==> config.mk <==
export PLATFORM = sky130hd
export DESIGN_NAME = s2b_window_counter
export DESIGN_NICKNAME = d
export VERILOG_FILES = /design/src/rtl/s2b_window_counter.sv
export SDC_FILE = /design/constraint.sdc
export NUM_CORES = 1
export LEC_CHECK = 0
export BUFFER_PORTS_ARGS = -buffer_cell sky130_fd_sc_hd__buf_2
export CAP_MARGIN = 20
export CORE_MARGIN = 2
export CORE_UTILIZATION = 35
export CTS_CLUSTER_SIZE = 12
export DETAILED_ROUTE_END_ITERATION = 10
export PLACE_DENSITY = 0.57
export SLEW_MARGIN = 20
export SYNTH_ARGS = -nofsm -noshare
export SYNTH_HDL_FRONTEND = slang
export SYNTH_SLANG_ARGS = --single-unit
==> constraint.sdc <==
create_clock -name clk -period 1.75 [get_ports clk]
set_clock_uncertainty 0.05 [all_clocks]
set_input_delay 0.0875 -clock clk [delete_from_list [all_inputs] [get_ports clk]]
set_output_delay 0.0875 -clock clk [all_outputs]
set_load 0.02 [all_outputs]
==> src/rtl/s2b_window_counter.sv <==
// s2b_window_counter: counts the ones in a unipolar stochastic bitstream over a
// window of 2^WIDTH samples and presents the count as a WIDTH-bit binary estimate
// of the stream probability. The estimate comes with a one-cycle out_valid pulse.
// An all-ones window saturates to 2^WIDTH-1 instead of wrapping to 0.
//
// Optional feature: define S2B_CONTINUOUS_EN for free-running mode. In that mode,
// after the first start, windows run back to back with no gap sample. Only reset
// returns the block to IDLE. With the macro undefined, each start runs one window.
module s2b_window_counter #(
    parameter int unsigned WIDTH = 8
) (
    input  logic             clk,
    input  logic             rst_n,
    input  logic             start,
    input  logic             in,
    output logic             busy,
    output logic             out_valid,
    output logic [WIDTH-1:0] out
);

    typedef enum logic {StIdle, StRun} state_e;

    state_e           state_q, state_d;
    logic [WIDTH:0]   ones_q, ones_d;    // one extra bit so 2^WIDTH ones is representable
    logic [WIDTH-1:0] win_q, win_d;
    logic [WIDTH-1:0] out_q, out_d;
    logic             valid_q, valid_d;

    logic [WIDTH:0]   final_cnt;
    logic             last_sample;

    // The count including the sample taken on the current edge.
    assign final_cnt   = ones_q + {{WIDTH{1'b0}}, in};
    assign last_sample = (win_q == {WIDTH{1'b1}});

    // Next-state and result logic for the IDLE/RUN window sequencer.
    always_comb begin
        state_d = state_q;
        ones_d  = ones_q;
        win_d   = win_q;
        out_d   = out_q;
        valid_d = 1'b0;
        unique case (state_q)
            StIdle: begin
                if (start) begin
                    state_d = StRun;
                    ones_d  = '0;
                    win_d   = '0;
                end
            end
            StRun: begin
                ones_d = final_cnt;
                win_d  = win_q + 1'b1;
                if (last_sample) begin
                    // Only the full-window count can set the top bit; clamp it to all ones.
                    out_d   = final_cnt[WIDTH] ? {WIDTH{1'b1}} : final_cnt[WIDTH-1:0];
                    valid_d = 1'b1;
                    ones_d  = '0;
                    win_d   = '0;
`ifdef S2B_CONTINUOUS_EN
                    state_d = StRun;
`else
                    state_d = StIdle;
`endif
                end
            end
            default: state_d = StIdle;
        endcase
    end

    // State, counters and output registers; reset discards any partial window.
    always_ff @(posedge clk or negedge rst_n) begin
        if (!rst_n) begin
            state_q <= StIdle;
            ones_q  <= '0;
            win_q   <= '0;
            out_q   <= '0;
            valid_q <= 1'b0;
        end else begin
            state_q <= state_d;
            ones_q  <= ones_d;
            win_q   <= win_d;
            out_q   <= out_d;
            valid_q <= valid_d;
        end
    end

    assign busy      = (state_q == StRun);
    assign out_valid = valid_q;
    assign out       = out_q;

endmodule

==> summary.txt, run 1 <==
Placement
  • Area after DPL: 0.001634 mm²
  • Setup WS pre-CTS: 0.006098 ns
  • Detailed Place HPWL: 2.225 mm
  • Placed insts: 214
  • GP Congestion: 0.8495
  • I/O Buffers: 13

Finish
  • Area Growth Syn to Fin: 23.66%
  • Multi-input gate area: 681.9 µm²
  • Nets: 180
  • Post-Layout Cell Count: 220
  • Fillers: between 300 and 400
  • Seq. cell area: 675.6 µm²
  • Ant diodes: 0
  • Final Cell Area: ~0.0017 mm²
  • Share of layout cells above drive strength 1: 25.00%

Logic synthesis
  • Synth Area in XOR/XNOR: 4.442%
  • Count leader, synth: dfrtp_1
  • Mux share of post-synthesis cell area: 0%
  • Synth Area in Compound Gates: 19.95%
  • Simple-gate share of the synthesized area: 20.04%
  • Post-synth net total: 150
  • Register area share after synthesis: 48.96%
  • Mapped Cells: 143
  • Main synth FF type: dfrtp_1
  • Largest cells by area after synthesis: dfrtp_1, a21oi_1, nand2_1
  • EDFF count, synth: 0
  • Synth top area share: 48.96%
  • Synth Area in Adders: 2.720%
  • Syn avg cell area: 9.651 µm²
  • Synth unique cells: 33
  • Mapped Area: 0.001380 mm²
  • Largest family of logic cells by synthesized area: simple AND/OR/NAND/NOR gates
  • Synth area leader: dfrtp_1
  • Synth async-reset ratio: 100.0%
  • Post-synthesis register bit count: 27
  • Leading cell types by count after synthesis: dfrtp_1, nand2_1, a21oi_1
  • Yosys warnings: 0

Routing
  • Residual DRC: 0
  • Vias per std cell: 5.205
  • Average wire per standard cell: 13.45 µm
  • DR iter-0 viols: between 40 and 50
  • Overall routed net length: 2.960 mm
  • 1st-pass router iterations: 4
  • Final ANT Viol Nets: 0
  • Routed vias: 1145

Setup path
  • Crit path max-delay family: simple AND/OR/NAND/NOR gates
  • CP Data Required Time: 1.88 ns
  • WS Path Type: reg2reg
  • Critical Path, Cell by Cell: ha_4 > ha_4 > and4_4 > nor3b_4 > nor4_4 > buf_6 > a21oi_1
  • CP Data Arrival Time: approximately 1.8 ns
  • Slowest CP cell: dfrtp_1
  • CP Launch Type: flip-flop
  • Crit end category: flip-flop
  • Largest stage delay, worst path: about 0.43 ns
  • Max FO, Critical Path: 8
  • CP most frequent cell: ha_4
  • Buf/Inv on CP: 1

Min path
  • Min-delay worst type: in2reg

Global routing
  • Grt total ovfl: 0
  • Pin count of the biggest net entering global routing: 28
  • First-pass GRT wire length: 4.899 mm
  • Vias in the first global route: 1069
  • Total global-route track usage: 14.66%
  • Initial antenna violation count: 0

Clock network
  • Longest Clk Path Bufs: 2
  • Sink Count: 27
  • Clk Latency, worst-skew pair: 0.28 ns
  • Num CTS Buffers: 3
  • TritonCTS clock tree: done
  • Clk pin slew, worst setup/hold paths: around 0.1 ns
  • Root Buffer: clkbuf_8
  • Setup bufs post-CTS: 0
  • H-Tree Level Count: 1

Outcome
  • Status: complete, no violations

Timing
  • FMAX: 591.7 MHz
  • Final Worst Setup Slack: ~0.060 ns
  • Final Cycle Share: between 90% and 100%
  • Setup TNS: 0 ns
  • Worst-margin pin slew: 0.6034 ns
  • Final period demand of the worst path: 1.690 ns
  • Slew HR: 59.77%
  • Worst hold margin: about 0.2 ns
  • Final setup fails: 0
  • Slew Limit Fails: 0
  • Final hold vios: 0

Floorplan
  • Die area: 0.004462 mm²
  • Initial Utilization: 37.14%
  • Row cnt: 22
  • Core area: ~0.0037 mm²
  • Die span in y: 66.80 µm
  • Top-Level Pins: 14
  • Die X: 66.80 µm

Pwr
  • Leakage: 0.6984 nW
  • Peak supply drop: 0.5478 mV
  • Power Density: 1174 mW/mm²

Flow run
  • Number of max-cap violations: 0
sequential cells by signal, summed over array words and instances (netlist names):
name / count
busy: 1
ones_q: 9
out: 8
out_valid: 1
win_q: 8
routing by layer:
metal  wire, µm  track usage (%)  up-vias
met5          0                0        -
met4         36            5.357        0
met3         97            2.534        4
met2       1462            25.37       18
met1       1364            18.17      555
li1           -                -      568
layout by cell type, fill, tap and decap left out, types with 2 or more instances in the layout:
master and count:
buf_4 14, xor2_1 4, o21ai_0 11, nand2_1 17
a41oi_1 2, xnor2_1 3, a21o_1 2, and4_4 2
nand3_1 10, a31oi_1 7, nand4_1 2, nor2_1 12
inv_1 5, dfrtp_1 27, buf_2 13, dlygate4sd3_1 2
ha_4 2, nor3_1 2, a21oi_1 14, clkbuf_8 3
where the power goes:
| part | total (W) | internal [W] | leakage, nW | switching (W) |
|---|---|---|---|---|
| logic | 0.000699 | 0.000335 | 0.353 | 0.000364 |
| registers | 0.000936 | 0.000775 | 0.324 | 0.000161 |
| clock network | 0.000369 | 0.000162 | 0.0217 | 0.000207 |
| total | 0.00200 | 0.00127 | 0.698 | 0.000732 |
path summary, 6_finish.rpt:
check	cells after the start	from	slack, ns	to
max in group asynchronous	2	rst_n	0.96	busy
max	7	ones_q[0]	0.06	out[1]
min in group asynchronous	2	rst_n	0.28	out[2]
min	4	in	0.20	out[0]
min reg2reg	2	out[5]	0.49	out[5]
max reg2reg	7	ones_q[0]	0.06	out[1]
worst reg2reg max path, stage by stage, from the launching register on:
cell and delay, ns:
dfrtp_1 0.43, ha_4 0.18, ha_4 0.15, and4_4 0.16
nor3b_4 0.16, nor4_4 0.22, buf_6 0.16, a21oi_1 0.07
cell families (layout without fill, tap and decap cells):
kind of cell	count (synthesis)	in the layout
compound gates	43	43
xor+xnor	7	7
fa+ha+maj	3	3
buf+inv	11	40
flops	27	27
simple gates	52	52
area by class of cell:
class	instances	area share, %
clock buffers	3	2.419
clock inverters	1	0.4399
inverters	5	1.100
multi-input cells	105	39.96
flip-flops and latches	27	39.59
well taps	48	3.519
repair buffers	31	12.98
per-stage QoR:
step | power [W] | util, %
detailed placement | 0.001650 | 43.97
global placement | 0.001614 | 43.97
CTS | 0.002026 | 45.82
global route | 0.002155 | 45.93
finish | 0.002004 | 45.93
floorplan | 0.001366 | -
timing repair:
action | 4_1_cts | 5_1_grt
resized for setup | 0 | 1
setup endpoints to repair | 2 | 8
hold endpoints to repair | 28 | 0
hold buffers | 2 | 0
pin swaps | 1 | 2
No activity file was read; power rests on OpenSTA's default activity.
==> inputs of run 2 (changes only) <==
--- a/config.mk
+++ b/config.mk
@@ -11,7 +11,7 @@
 export CORE_UTILIZATION = 35
 export CTS_CLUSTER_SIZE = 12
 export DETAILED_ROUTE_END_ITERATION = 10
-export PLACE_DENSITY = 0.57
+export RECOVER_POWER = 50
 export SLEW_MARGIN = 20
 export SYNTH_ARGS = -nofsm -noshare
 export SYNTH_HDL_FRONTEND = slang
==> run 2 against run 1 <==
Against the previous run: utilization is 0.77 points lower; critical path depth did not move; critical endpoint is now out[7]; fmax decreased by 0.54%; global-route usage up 0.92 points; total power fell by 3.0%; first-iteration DRC count is 31% lower; clock-buffer cell count did not move; highest routed layer unchanged.
==> summary.txt, run 2 (synthesis results as in run 1) <==
Finish
  • Max FFs per register: 9
  • Area Growth Syn to Fin: 21.58%
  • Fillers: 370
  • Ant diodes: 0
  • Most frequent cells in the layout: dfrtp_1, nand2_1, a21oi_1
  • Multi-input gate area: 684.4 µm²
  • Share of layout cells above drive strength 1: 24.12%
  • Seq. cell area: 675.6 µm²
  • Nets: 178
  • Most common cell after layout, fill and taps aside: dfrtp_1
  • Biggest register: ones_q
  • Post-Layout Cell Count: between 200 and 250

Flow run
  • Number of max-cap violations: 0

Min path
  • Min-delay worst type: in2reg

Timing
  • Slew Limit Fails: 0
  • FMAX: 588.5 MHz
  • Worst-margin pin slew: 0.6767 ns
  • Slew HR: 54.89%
  • Worst hold margin: 0.2175 ns
  • Final Cycle Share: 97.09%
  • Final setup fails: 0
  • RSZ-0062 raised after global routing: yes
  • Final hold vios: 0
  • Final Worst Setup Slack: 0.05086 ns
  • Final period demand of the worst path: 1.699 ns

Placement
  • Placed insts: 211
  • I/O Buffers: 13
  • Setup WS pre-CTS: between 0.005 and 0.006 ns
  • Detailed Place HPWL: 2.130 mm
  • GP Congestion: 0.7642

Clock network
  • Root Buffer: clkbuf_8
  • TritonCTS clock tree: done
  • Num CTS Buffers: 3
  • Clk Latency, worst-skew pair: 0.27 ns
  • Longest Clk Path Bufs: 2
  • H-Tree Level Count: 1
  • Clk pin slew, worst setup/hold paths: 0.09 ns
  • Sink Count: 27

Setup path
  • Max FO, Critical Path: 8
  • Critical Path, Cell by Cell: ha_4 > ha_4 > and4_4 > nor3b_4 > nor4_4 > buf_6 > a21oi_1
  • Crit path max-delay family: simple AND/OR/NAND/NOR gates
  • Buf/Inv on CP: 1
  • Largest stage delay, worst path: 0.42 ns
  • CP Data Arrival Time: ~1.8 ns
  • Slowest CP cell: dfrtp_1
  • CP Launch Type: flip-flop
  • CP Data Required Time: 1.86 ns
  • CP most frequent cell: ha_4
  • WS Path Type: reg2reg
  • Crit end category: flip-flop

Pwr
  • Power Density: 1159 mW/mm²
  • Peak supply drop: roughly 0.69 mV
  • Leakage: 0.6813 nW

Routing
  • Overall routed net length: approximately 3.0 mm
  • DR iter-0 viols: 31
  • Final ANT Viol Nets: 0
  • Vias per std cell: 5.261
  • Average wire per standard cell: 13.65 µm
  • 1st-pass router iterations: 4
  • Routed vias: 1147
  • Residual DRC: 0

Global routing
  • Grt total ovfl: 0
  • Initial antenna violation count: 0
  • First-pass GRT wire length: 5.278 mm
  • Total global-route track usage: 15.58%
  • Vias in the first global route: approximately 1100
  • Pin count of the biggest net entering global routing: 28

Outcome
  • Status: complete, no violations

Floorplan
  • Row cnt: 22
  • Die span in y: 66.80 µm
  • Core area: between 0.003 and 0.004 mm²
  • Die X: 66.80 µm
  • Initial Utilization: 37.14%
  • Die area: 0.004462 mm²
  • Top-Level Pins: 14
## run 2: cell types whose count changed in the layout (fill, tap and decap cells not counted)
cell,delta
clkbuf_2,+1
clkinvlp_4,-1
ha_1,-1
ha_2,+1
clkinv_2,+1
buf_2,-2
buf_12,-1
buf_4,-1
clkbuf_1,+1
## run 2: power by group
group	internal (W)	total (W)	switching (W)
registers	0.000775	0.000941	0.000166
logic	0.000308	0.000654	0.000346
clock network	0.000159	0.000349	0.000190
total	0.00124	0.00194	0.000702
## run 2: routing by layer
metal | global-route usage, % | share of wire, % | wire length, µm | vias to the layer above
li1 | - | - | - | 570
met1 | 20.75 | 44 | 1298 | 549
met2 | 26.75 | 52 | 1561 | 26
met3 | 1.014 | 2.8 | 82 | 2
met4 | 5.357 | 1.1 | 34 | 0
met5 | 0 | 0 | 0 | -
## run 2: area by class of cell
cell class	count	area share, %
Tap cell	48	3.579
Sequential cell	27	40.27
Timing Repair Buffer	29	11.48
Inverter	5	1.119
Clock inverter	1	0.2983
Clock buffer	3	2.461
Multi-Input combinational cell	105	40.79
## run 2: worst register-to-register path, cell delays in order (launching register included)
cell and delay [ns]:
dfrtp_1 0.42, ha_4 0.18, ha_4 0.15, and4_4 0.16, nor3b_4 0.16, nor4_4 0.23
buf_6 0.17, a21oi_1 0.07
## run 2: worst paths after layout
check	slack [ns]	to	cells past startpoint	start
max	0.05	out[7]	7	ones_q[0]
min reg2reg	0.49	out[5]	2	out[5]
max reg2reg	0.05	out[7]	7	ones_q[0]
min in group asynchronous	0.33	out_valid	2	rst_n
max in group asynchronous	0.89	out[1]	2	rst_n
min	0.22	out[0]	4	in
## run 2: through the flow
stage | util (%) | instance area, µm² | power, W | setup TNS [ns]
4_1_cts | 44.92 | 1669 | 0.001946 | 0
2_1_floorplan | - | 1411 | 0.001366 | 0
6_report | 45.15 | 1678 | 0.001944 | 0
3_3_place_gp | 43.03 | 1599 | 0.001559 | 0
5_1_grt | 45.15 | 1678 | 0.002088 | -0.06197
3_5_place_dp | 43.03 | 1599 | 0.001591 | 0
## run 2: repair_timing
item                                    in CTS  in global routing
hold buffers                                 2                  0
gates cloned                                 0                  0
gates resized for setup                      1                  1
endpoints found under the setup margin       6                  9
hold endpoints to repair                    28                  0
pin swaps                                    0                  2
buffers inserted                             0                  1
==> inputs of run 3 (changes only) <==
--- a/config.mk
+++ b/config.mk
@@ -8,9 +8,10 @@
 export BUFFER_PORTS_ARGS = -buffer_cell sky130_fd_sc_hd__buf_2
 export CAP_MARGIN = 20
 export CORE_MARGIN = 2
-export CORE_UTILIZATION = 35
+export CORE_UTILIZATION = 50
 export CTS_CLUSTER_SIZE = 12
 export DETAILED_ROUTE_END_ITERATION = 10
+export PLACE_DENSITY = 0.72
 export RECOVER_POWER = 50
 export SLEW_MARGIN = 20
 export SYNTH_ARGS = -nofsm -noshare
==> run 3 against run 2 <==
Against the previous run: register-to-register slack about the same; clock power is 21% lower; first-iteration DRC count grew 23%; sequential cell count unchanged; fmax is essentially flat; setup slack improved by 0.0015 ns; clock-buffer cell count unchanged.
==> summary.txt, run 3 (synthesis results as in run 1) <==
Outcome
  • Status: complete, no violations

Setup path
  • CP Data Arrival Time: ~1.9 ns
  • WS Path Type: reg2reg
  • R2r setup slk: 0.05 ns
  • R2r startpoint: ones_q[0]
  • Worst Reg-to-Reg Cells: 7
  • CP Data Required Time: approximately 1.9 ns
  • Crit end category: flip-flop
  • CP Launch Type: flip-flop
  • Crit path from: ones_q[0]
  • FF-to-FF End: out[1]
  • Max FO, Critical Path: 8

Floorplan
  • Core area: 0.002686 mm²
  • Top-Level Pins: 14
  • Die X: 56.54 µm
  • Die area: roughly 0.0032 mm²
  • Die span in y: 56.54 µm
  • Initial Utilization: 51.37%
  • Row cnt: 19

Placement
  • I/O Buffers: 13
  • Detailed Place HPWL: 1.943 mm
  • Area after DPL: 0.001563 mm²
  • GP Congestion: 0.8142

Clock network
  • TritonCTS clock tree: done
  • Root Buffer: clkbuf_4
  • Longest Clk Path Bufs: 2
  • H-Tree Level Count: 1
  • Clk pin slew, worst setup/hold paths: 0.15 ns
  • Sink Count: 27
  • Setup bufs post-CTS: 0
  • Num CTS Buffers: 3
  • Clk Latency, worst-skew pair: 0.32 ns

Finish
  • Nets: between 150 and 200
  • Most common cell after layout, fill and taps aside: dfrtp_1
  • Ant diodes: 0
  • Max FFs per register: 9
  • Biggest register: ones_q
  • Most frequent cells in the layout: dfrtp_1, nand2_1, a21oi_1
  • Fillers: about 230
  • Multi-input gate area: 685.7 µm²
  • Share of layout cells above drive strength 1: 23.35%
  • Area Growth Syn to Fin: 17.32%
  • Final Cell Area: approximately 0.0016 mm²
  • Seq. cell area: between 600 and 700 µm²

Timing
  • Final hold vios: 0
  • Worst hold margin: 0.1359 ns
  • Worst-margin pin slew: 0.6711 ns
  • RSZ-0062 raised after global routing: yes
  • Final setup fails: 0
  • Final period demand of the worst path: approximately 1.7 ns
  • Slew Limit Fails: 0
  • Final Cycle Share: 97.01%
  • FMAX: ~590 MHz
  • Slew HR: between 50% and 60%

Global routing
  • Initial antenna violation count: 0
  • Vias in the first global route: 1027
  • Pin count of the biggest net entering global routing: 28
  • Total global-route track usage: 18.51%
  • First-pass GRT wire length: between 4 and 5 mm
  • Grt total ovfl: 0

Flow run
  • Number of max-cap violations: 0

Routing
  • Final ANT Viol Nets: 0
  • 1st-pass router iterations: 4
  • Residual DRC: 0
  • Vias per std cell: approximately 5.6
  • Routed vias: 1107
  • Average wire per standard cell: 13.79 µm
  • DR iter-0 viols: 38
  • Overall routed net length: approximately 2.7 mm

Min path
  • Min-delay src: in
  • Min-delay worst type: in2reg
  • Hold Path End: out[0]
  • Hold path depth: 4

Pwr
  • Leakage: 0.6555 nW
  • Power Density: 1145 mW/mm²
  • Peak supply drop: approximately 0.89 mV
run 3: per-stage QoR:
step | setup WS [ns] | util, % | power [W] | TNS, ns | instances
final | 0.05236 | 60.27 | 0.001854 | 0 | 198
after global routing | -0.03688 | 60.27 | 0.001998 | -0.1701 | 198
after CTS | 0.02654 | 60.22 | 0.001865 | 0 | 198
after detailed placement | 0.004126 | 58.17 | 0.001584 | 0 | 192
after global placement | 0.06331 | 58.17 | 0.001550 | 0 | 192
after floorplan | 0.02237 | - | 0.001366 | 0 | 143
run 3: routing by layer:
layer	share of wire, %	track usage [%]	wire length (µm)	vias up
met3	1.8	2.074	48	2
met1	50	27.79	1377	534
met5	0	0	0	-
met4	0.59	5.102	16	0
li1	-	-	-	561
met2	47	28.41	1289	10
run 3: final cells by class:
class,instances,area share (%)
multi-input cells,105,42.35
flip-flops and latches,27,41.73
repair buffers,26,10.51
well taps,31,2.396
clock buffers,3,1.391
inverters,5,1.159
clock inverters,1,0.4637
run 3: what timing repair did:
item,CTS,global route
endpoints found under the setup margin,11,7
hold buffers,2,0
resized for setup,2,1
pin swaps,2,0
hold endpoints to repair,29,0
run 3: worst max-delay path by stage:
stage / end / slack [ns] / cells after the start
6_report: out[1] / 0.05 / 7
5_1_grt: out[7] / -0.04 / 7
4_1_cts: out[1] / 0.03 / 7
3_5_place_dp: out[0] / 0.004 / 7
3_3_place_gp: out[6] / 0.06 / 7
2_1_floorplan: out[0] / 0.02 / 6
run 3: critical path, cell delays in order, from the launching register on:
cell	delay [ns]
dfrtp_1	0.44
ha_4	0.18
ha_4	0.15
and4_4	0.16
nor3b_4	0.16
nor4_4	0.21
buf_6	0.17
a21oi_1	0.07
run 3: report_power, final:
| group | internal, W | total (W) | switching [W] |
|---|---|---|---|
| logic | 0.000304 | 0.000630 | 0.000325 |
| registers | 0.000774 | 0.000950 | 0.000175 |
| clock network | 0.0000873 | 0.000275 | 0.000187 |
